## config.mk

```make
export PLATFORM = sky130hd
export DESIGN_NAME = fetch_queue_unit
export DESIGN_NICKNAME = d
export VERILOG_FILES = /design/src/rtl/fetch_queue_unit.sv
export SDC_FILE = /design/constraint.sdc
export NUM_CORES = 1
export LEC_CHECK = 0
export BUFFER_PORTS_ARGS = -buffer_cell sky130_fd_sc_hd__clkbuf_2
export CAP_MARGIN = 40
export CORE_AREA = 2 2 157 159
export DETAILED_ROUTE_END_ITERATION = 10
export DIE_AREA = 0 0 159 161
export GPL_TIMING_DRIVEN = 0
export PLACE_DENSITY = 0.75
export SYNTH_ARGS = -nofsm -noshare
export SYNTH_HDL_FRONTEND = slang
export SYNTH_SLANG_ARGS = --single-unit
```

## constraint.sdc

```tcl
create_clock -name clk -period 3.73 [get_ports clk]
set_clock_uncertainty 0.05 [all_clocks]
set_input_delay 0.1865 -clock clk [delete_from_list [all_inputs] [get_ports clk]]
set_output_delay 0.1865 -clock clk [all_outputs]
set_load 0.03 [all_outputs]
```

## src/rtl/fetch_queue_unit.sv

```systemverilog
// fetch_queue_unit
//   Instruction-fetch stage with a prefetch queue between the instruction SRAM
//   and decode. Sequential PCs are streamed into a 1-cycle-latency IMEM. Each
//   returned word is stored with its PC in a circular FIFO. Decode drains the
//   FIFO over a valid/ready handshake. A redirect from execute flushes the
//   queue and drops the in-flight read.
//
// Ports
//   clk, rst         clock; asynchronous active-low reset
//   start            fetch enable (low = issue no new IMEM reads)
//   imem_en/addr     IMEM read request and word address
//   imem_data        IMEM read data, valid the cycle after imem_en
//   redirect_valid   flush and restart fetch at redirect_pc (low 2 bits ignored)
//   id_valid/ready   head-of-queue handshake toward decode
//   id_pc/id_instr   head entry (0 when the queue is empty)
//   fq_count         queue occupancy
//   perf_fetched     words pushed        (only with FETCH_PERF_CNT_EN)
//   perf_flushes     redirect cycles     (only with FETCH_PERF_CNT_EN)
//
// Optional feature macro: FETCH_PERF_CNT_EN
module fetch_queue_unit #(
  parameter int              XLEN            = 32,
  parameter int              INST_ADDR_WIDTH = 10,
  parameter int              FQ_DEPTH        = 4,
  parameter logic [XLEN-1:0] RESET_PC        = '0
) (
  input  logic                        clk,
  input  logic                        rst,
  input  logic                        start,
  output logic                        imem_en,
  output logic [INST_ADDR_WIDTH-1:0]  imem_addr,
  input  logic [XLEN-1:0]             imem_data,
  input  logic                        redirect_valid,
  input  logic [XLEN-1:0]             redirect_pc,
  output logic                        id_valid,
  input  logic                        id_ready,
  output logic [XLEN-1:0]             id_pc,
  output logic [XLEN-1:0]             id_instr,
`ifdef FETCH_PERF_CNT_EN
  output logic [31:0]                 perf_fetched,
  output logic [31:0]                 perf_flushes,
`endif
  output logic [$clog2(FQ_DEPTH):0]   fq_count
);

  localparam int PW = $clog2(FQ_DEPTH);
  localparam int CW = PW + 1;

  typedef struct packed {
    logic [XLEN-1:0] pc;
    logic [XLEN-1:0] instr;
  } fq_entry_t;

  fq_entry_t       fq [FQ_DEPTH];
  logic [PW-1:0]   head, tail;
  logic [CW-1:0]   count;
  logic [XLEN-1:0] pc, req_pc;
  logic            inflight;

  logic            pop, push, issue;
  logic [CW:0]     credit;

  // Occupancy after this cycle's pop, counting the word already on its way
  // from IMEM. Issuing only while this is below depth guarantees the
  // response always has a free slot. count + inflight >= pop always holds,
  // so this value cannot underflow.
  assign pop    = id_valid & id_ready & ~redirect_valid;
  assign credit = {1'b0, count} + {{CW{1'b0}}, inflight} - {{CW{1'b0}}, pop};
  assign issue  = start & ~redirect_valid & (credit < (CW+1)'(FQ_DEPTH));
  assign push   = inflight & ~redirect_valid;

  // The rst gate keeps the request low while reset is held, even with start=1.
  assign imem_en   = issue & rst;
  assign imem_addr = pc[INST_ADDR_WIDTH+1:2];
  assign fq_count  = count;
  assign id_valid  = (count != '0);
  assign id_pc     = id_valid ? fq[head].pc    : '0;
  assign id_instr  = id_valid ? fq[head].instr : '0;

  always_ff @(posedge clk or negedge rst) begin
    if (!rst) begin
      pc       <= {RESET_PC[XLEN-1:2], 2'b00};
      req_pc   <= '0;
      inflight <= 1'b0;
      head     <= '0;
      tail     <= '0;
      count    <= '0;
    end else if (redirect_valid) begin
      // The response due next cycle belongs to the old path. Clearing
      // inflight makes that response be ignored.
      pc       <= {redirect_pc[XLEN-1:2], 2'b00};
      inflight <= 1'b0;
      head     <= '0;
      tail     <= '0;
      count    <= '0;
    end else begin
      if (issue) begin
        pc     <= pc + XLEN'(4);
        req_pc <= pc;
      end
      inflight <= issue;
      if (pop)  head <= head + 1'b1;
      if (push) tail <= tail + 1'b1;
      case ({push, pop})
        2'b10:   count <= count + 1'b1;
        2'b01:   count <= count - 1'b1;
        default: count <= count;
      endcase
    end
  end

  // Storage has no reset. Entries are only visible through count.
  always_ff @(posedge clk) begin
    if (push) fq[tail] <= '{pc: req_pc, instr: imem_data};
  end

`ifdef FETCH_PERF_CNT_EN
  always_ff @(posedge clk or negedge rst) begin
    if (!rst) begin
      perf_fetched <= '0;
      perf_flushes <= '0;
    end else begin
      if (push)           perf_fetched <= perf_fetched + 32'd1;
      if (redirect_valid) perf_flushes <= perf_flushes + 32'd1;
    end
  end
`endif

endmodule

```

==> results.cfg <==
[run_status]
status = finished clean

[grt]
grt_pass1_wl_um = 43100
grt_use_total_pct = 21.5
grt_max_degree = 53
grt_pass1_vias = 7624
overflow = 0
antenna_found_initial = 0

[routing]
drt_wl_total_um = 27200
drt-pass1-iter-count = 5
dr_total_vias = 7449
drt-initial-drc-count = 672
drc = 0
ant_nets = 0
wl_per_cell_um = 20.3
avgViaCountPerCell = 5.58

[clock_tree]
clk-insertion-delay-late_ns = 0.54
cts-root-buf = clkbuf_16
cts_sinks = 316
cts_inserted_buffers = 30
clockBufferDepth = 3
cts-htree-levels = 1
path_clk_slew_ns = 0.06
cts_tree = yes

[worst_setup_path]
start_kind = flop
cp.arrival_ns = 3.37
regToRegSetupSlack_ns = 0.27
r2r-start = fq_count[2]$_DFFE_PN0P_
required_ns = 3.49
cp_max_fo = 9
timing.rr.end = pc[22]$_DFFE_PN0P_
crit_type = flop to output port
worstRegToRegCells = 13
critPathCaptureType = output port

[yosys]
avgSynthCellArea_um2 = 17.5
netlist_top_cells_count = edfxtp_1, dfrtp_1, and2_1, mux4_2, nand2_1
synth-xor-area-share_pct = 1.81
synth_edf_count = 248
ys_ff_latch = 316
async_flop_share_pct = 21.5
synthFlopType = edfxtp_1
netlist.area_leader.share_pct = 57.3
synth_top_cells_by_area = edfxtp_1, dfrtp_1, mux4_2
yosysWarnings = 0
syn_area_mm2 = 0.0130
yosys.area_share.simple_pct = 7.47
yosysSeqAreaShare_pct = 70.3
synth_compound_area_share_pct = 3.53
ys_types = 53
yosysTopAreaCell = edfxtp_1
synth_most_common_cell = edfxtp_1
synth_top_family_by_area = multiplexers
synth_fa_ha_area_share_pct = 0.924
muxShareOfSynthArea_pct = 13.6
netlist_instances = 743

[placement]
place_area_mm2 = 0.0143
post-dp-hpwl_um = 17200
port_buffers = 142
gp_congestion = 0.918

[hold_path]
hold_start = id_ready
hold_depth = 4
min_path_type = primary input to flop
whs_endpoint = head[1]$_DFFE_PN0P_

[sta]
slew_violations = 0
fin_tns_setup_ns = 0
relSlewSlack_pct = 47.7
fmax_mhz = 277
hold_viol_final = 0
setup_viol = 0
layout_min_cycle_time_ns = 3.61
final.period_utilization_pct = 96.7
worst_pin_slew_ns = 0.778

[finish]
syn2layout_area_growth_pct = 22.1
antennaDiodeCount = 0
fin_nets = 1066
drive_gt1_share_pct = 32.3
utilization_pct = 66.3
finalInstanceArea_mm2 = 0.0159

[power_and_ir_drop]
p_total_mw = 11.0
p_per_area_mw_per_mm2 = 692
peakVddDrop_mv = 0.394
p_leak_nw = 5.78

[floorplanning]
die_area_mm2 = 0.0256
core_area_mm2 = 0.0240
die_w_um = 159
rows = 57
ioPinCount = 148
die_h_um = 161
start_util_pct = 54.3

[flow_run]
maxCapViolCount = 0
[what timing repair did]
action	4_1_cts	5_1_grt
hold endpoints to repair	226	0
hold buffers	64	0
gates resized for setup	2	1
endpoints found under the setup margin	1	1
setup buffers	0	1
pin swaps	0	1
[metrics by stage]
step / setup WS, ns / cells / hold WS [ns]
finish: 0.123 / 1336 / 0.0585
global route: -0.0129 / 1336 / 0.0794
CTS: 0.0460 / 1335 / 0.0104
detailed placement: 0.216 / 1215 / 0.101
global placement: -0.523 / 1210 / 0.347
floorplan: 0.551 / 744 / -0.159
[kinds of logic after synthesis]
logic type / after synthesis
other: 1
AND/OR/NAND/NOR: 171
XOR/XNOR: 26
AO/OA/AOI/OAI: 63
multiplexers: 95
adder cells (fa/ha/maj): 9
buffers and inverters: 62
flip-flops: 316
[per-layer routing]
layer	track usage (%)	up-vias	routed length [um]
met5	0	-	0
met4	4.50	0	407
met3	2.88	36	1500
met2	35.0	255	13000
met1	31.8	3781	12200
li1	-	3377	-
[where the power goes]
part | internal, mW | total [mW] | switching [mW]
Sequential | 4.36 | 4.71 | 0.346
Clock | 1.62 | 2.86 | 1.24
Combinational | 1.32 | 3.42 | 2.10
Total | 7.31 | 11.0 | 3.68
[how the worst max path moves through the flow]
stage | from | to | depth (start not counted) | slack [ns]
3_3_place_gp | redirect_valid | fq[1][36]$_DFFE_PP_ | 4 | -0.52
5_1_grt | fq_count[2]$_DFFE_PN0P_ | imem_en | 12 | -0.01
4_1_cts | fq_count[2]$_DFFE_PN0P_ | imem_en | 12 | 0.05
6_report | fq_count[2]$_DFFE_PN0P_ | imem_en | 12 | 0.12
2_1_floorplan | fq_count[2]$_DFFE_PN0P_ | pc[22]$_DFFE_PN0P_ | 13 | 0.55
3_5_place_dp | redirect_valid | pc[22]$_DFFE_PN0P_ | 13 | 0.22
[worst max-delay path: stages, from the launching register on]
cell and delay [ns]:
dfrtp_1 0.39, buf_4 0.18, or3_1 0.36, nand2_2 0.21
nor2_1 0.06, ha_1 0.20, inv_1 0.05, ha_1 0.23
and3b_1 0.23, nor4_4 0.24, or2_2 0.23, and3_1 0.21
clkbuf_2 0.22
[cell type report]
cell class                      instances  area, um^2
Sequential cell                       316        9150
Fill cell                            1643        8090
Multi-Input combinational cell        366        3590
Timing Repair Buffer                  212        1500
Clock buffer                           44         835
Tap cell                              324         405
Buffer                                 51         262
Clock inverter                         12        92.6
Inverter                               11        41.3
[placed cells by master (no fill, tap or decap), types with 8 or more instances in the layout]
master | synthesis | layout
xnor2_1 | 8 | 8
edfxtp_1 | 248 | 248
nand3_1 | 10 | 10
ha_1 | 8 | 8
and2_1 | 62 | 62
mux4_2 | 62 | 62
dfrtp_1 | 68 | 68
clkbuf_16 | 0 | 31
buf_4 | 14 | 15
buf_2 | 14 | 14
and3_1 | 12 | 8
dlygate4sd3_1 | 0 | 64
nor2_1 | 21 | 21
clkbuf_2 | 0 | 141
clkbuf_1 | 22 | 34
inv_1 | 11 | 11
mux2_2 | 31 | 31
xor2_1 | 17 | 17
o21ai_0 | 22 | 22
o2111ai_1 | 8 | 8
nand2_1 | 34 | 33
[state kept, by name, summed over array words and instances (netlist names)]
register,flops
pc,30
inflight,1
fq_count,3
fq,248
tail,2
head,2
req_pc,30
No activity file was read; power rests on OpenSTA's default activity.
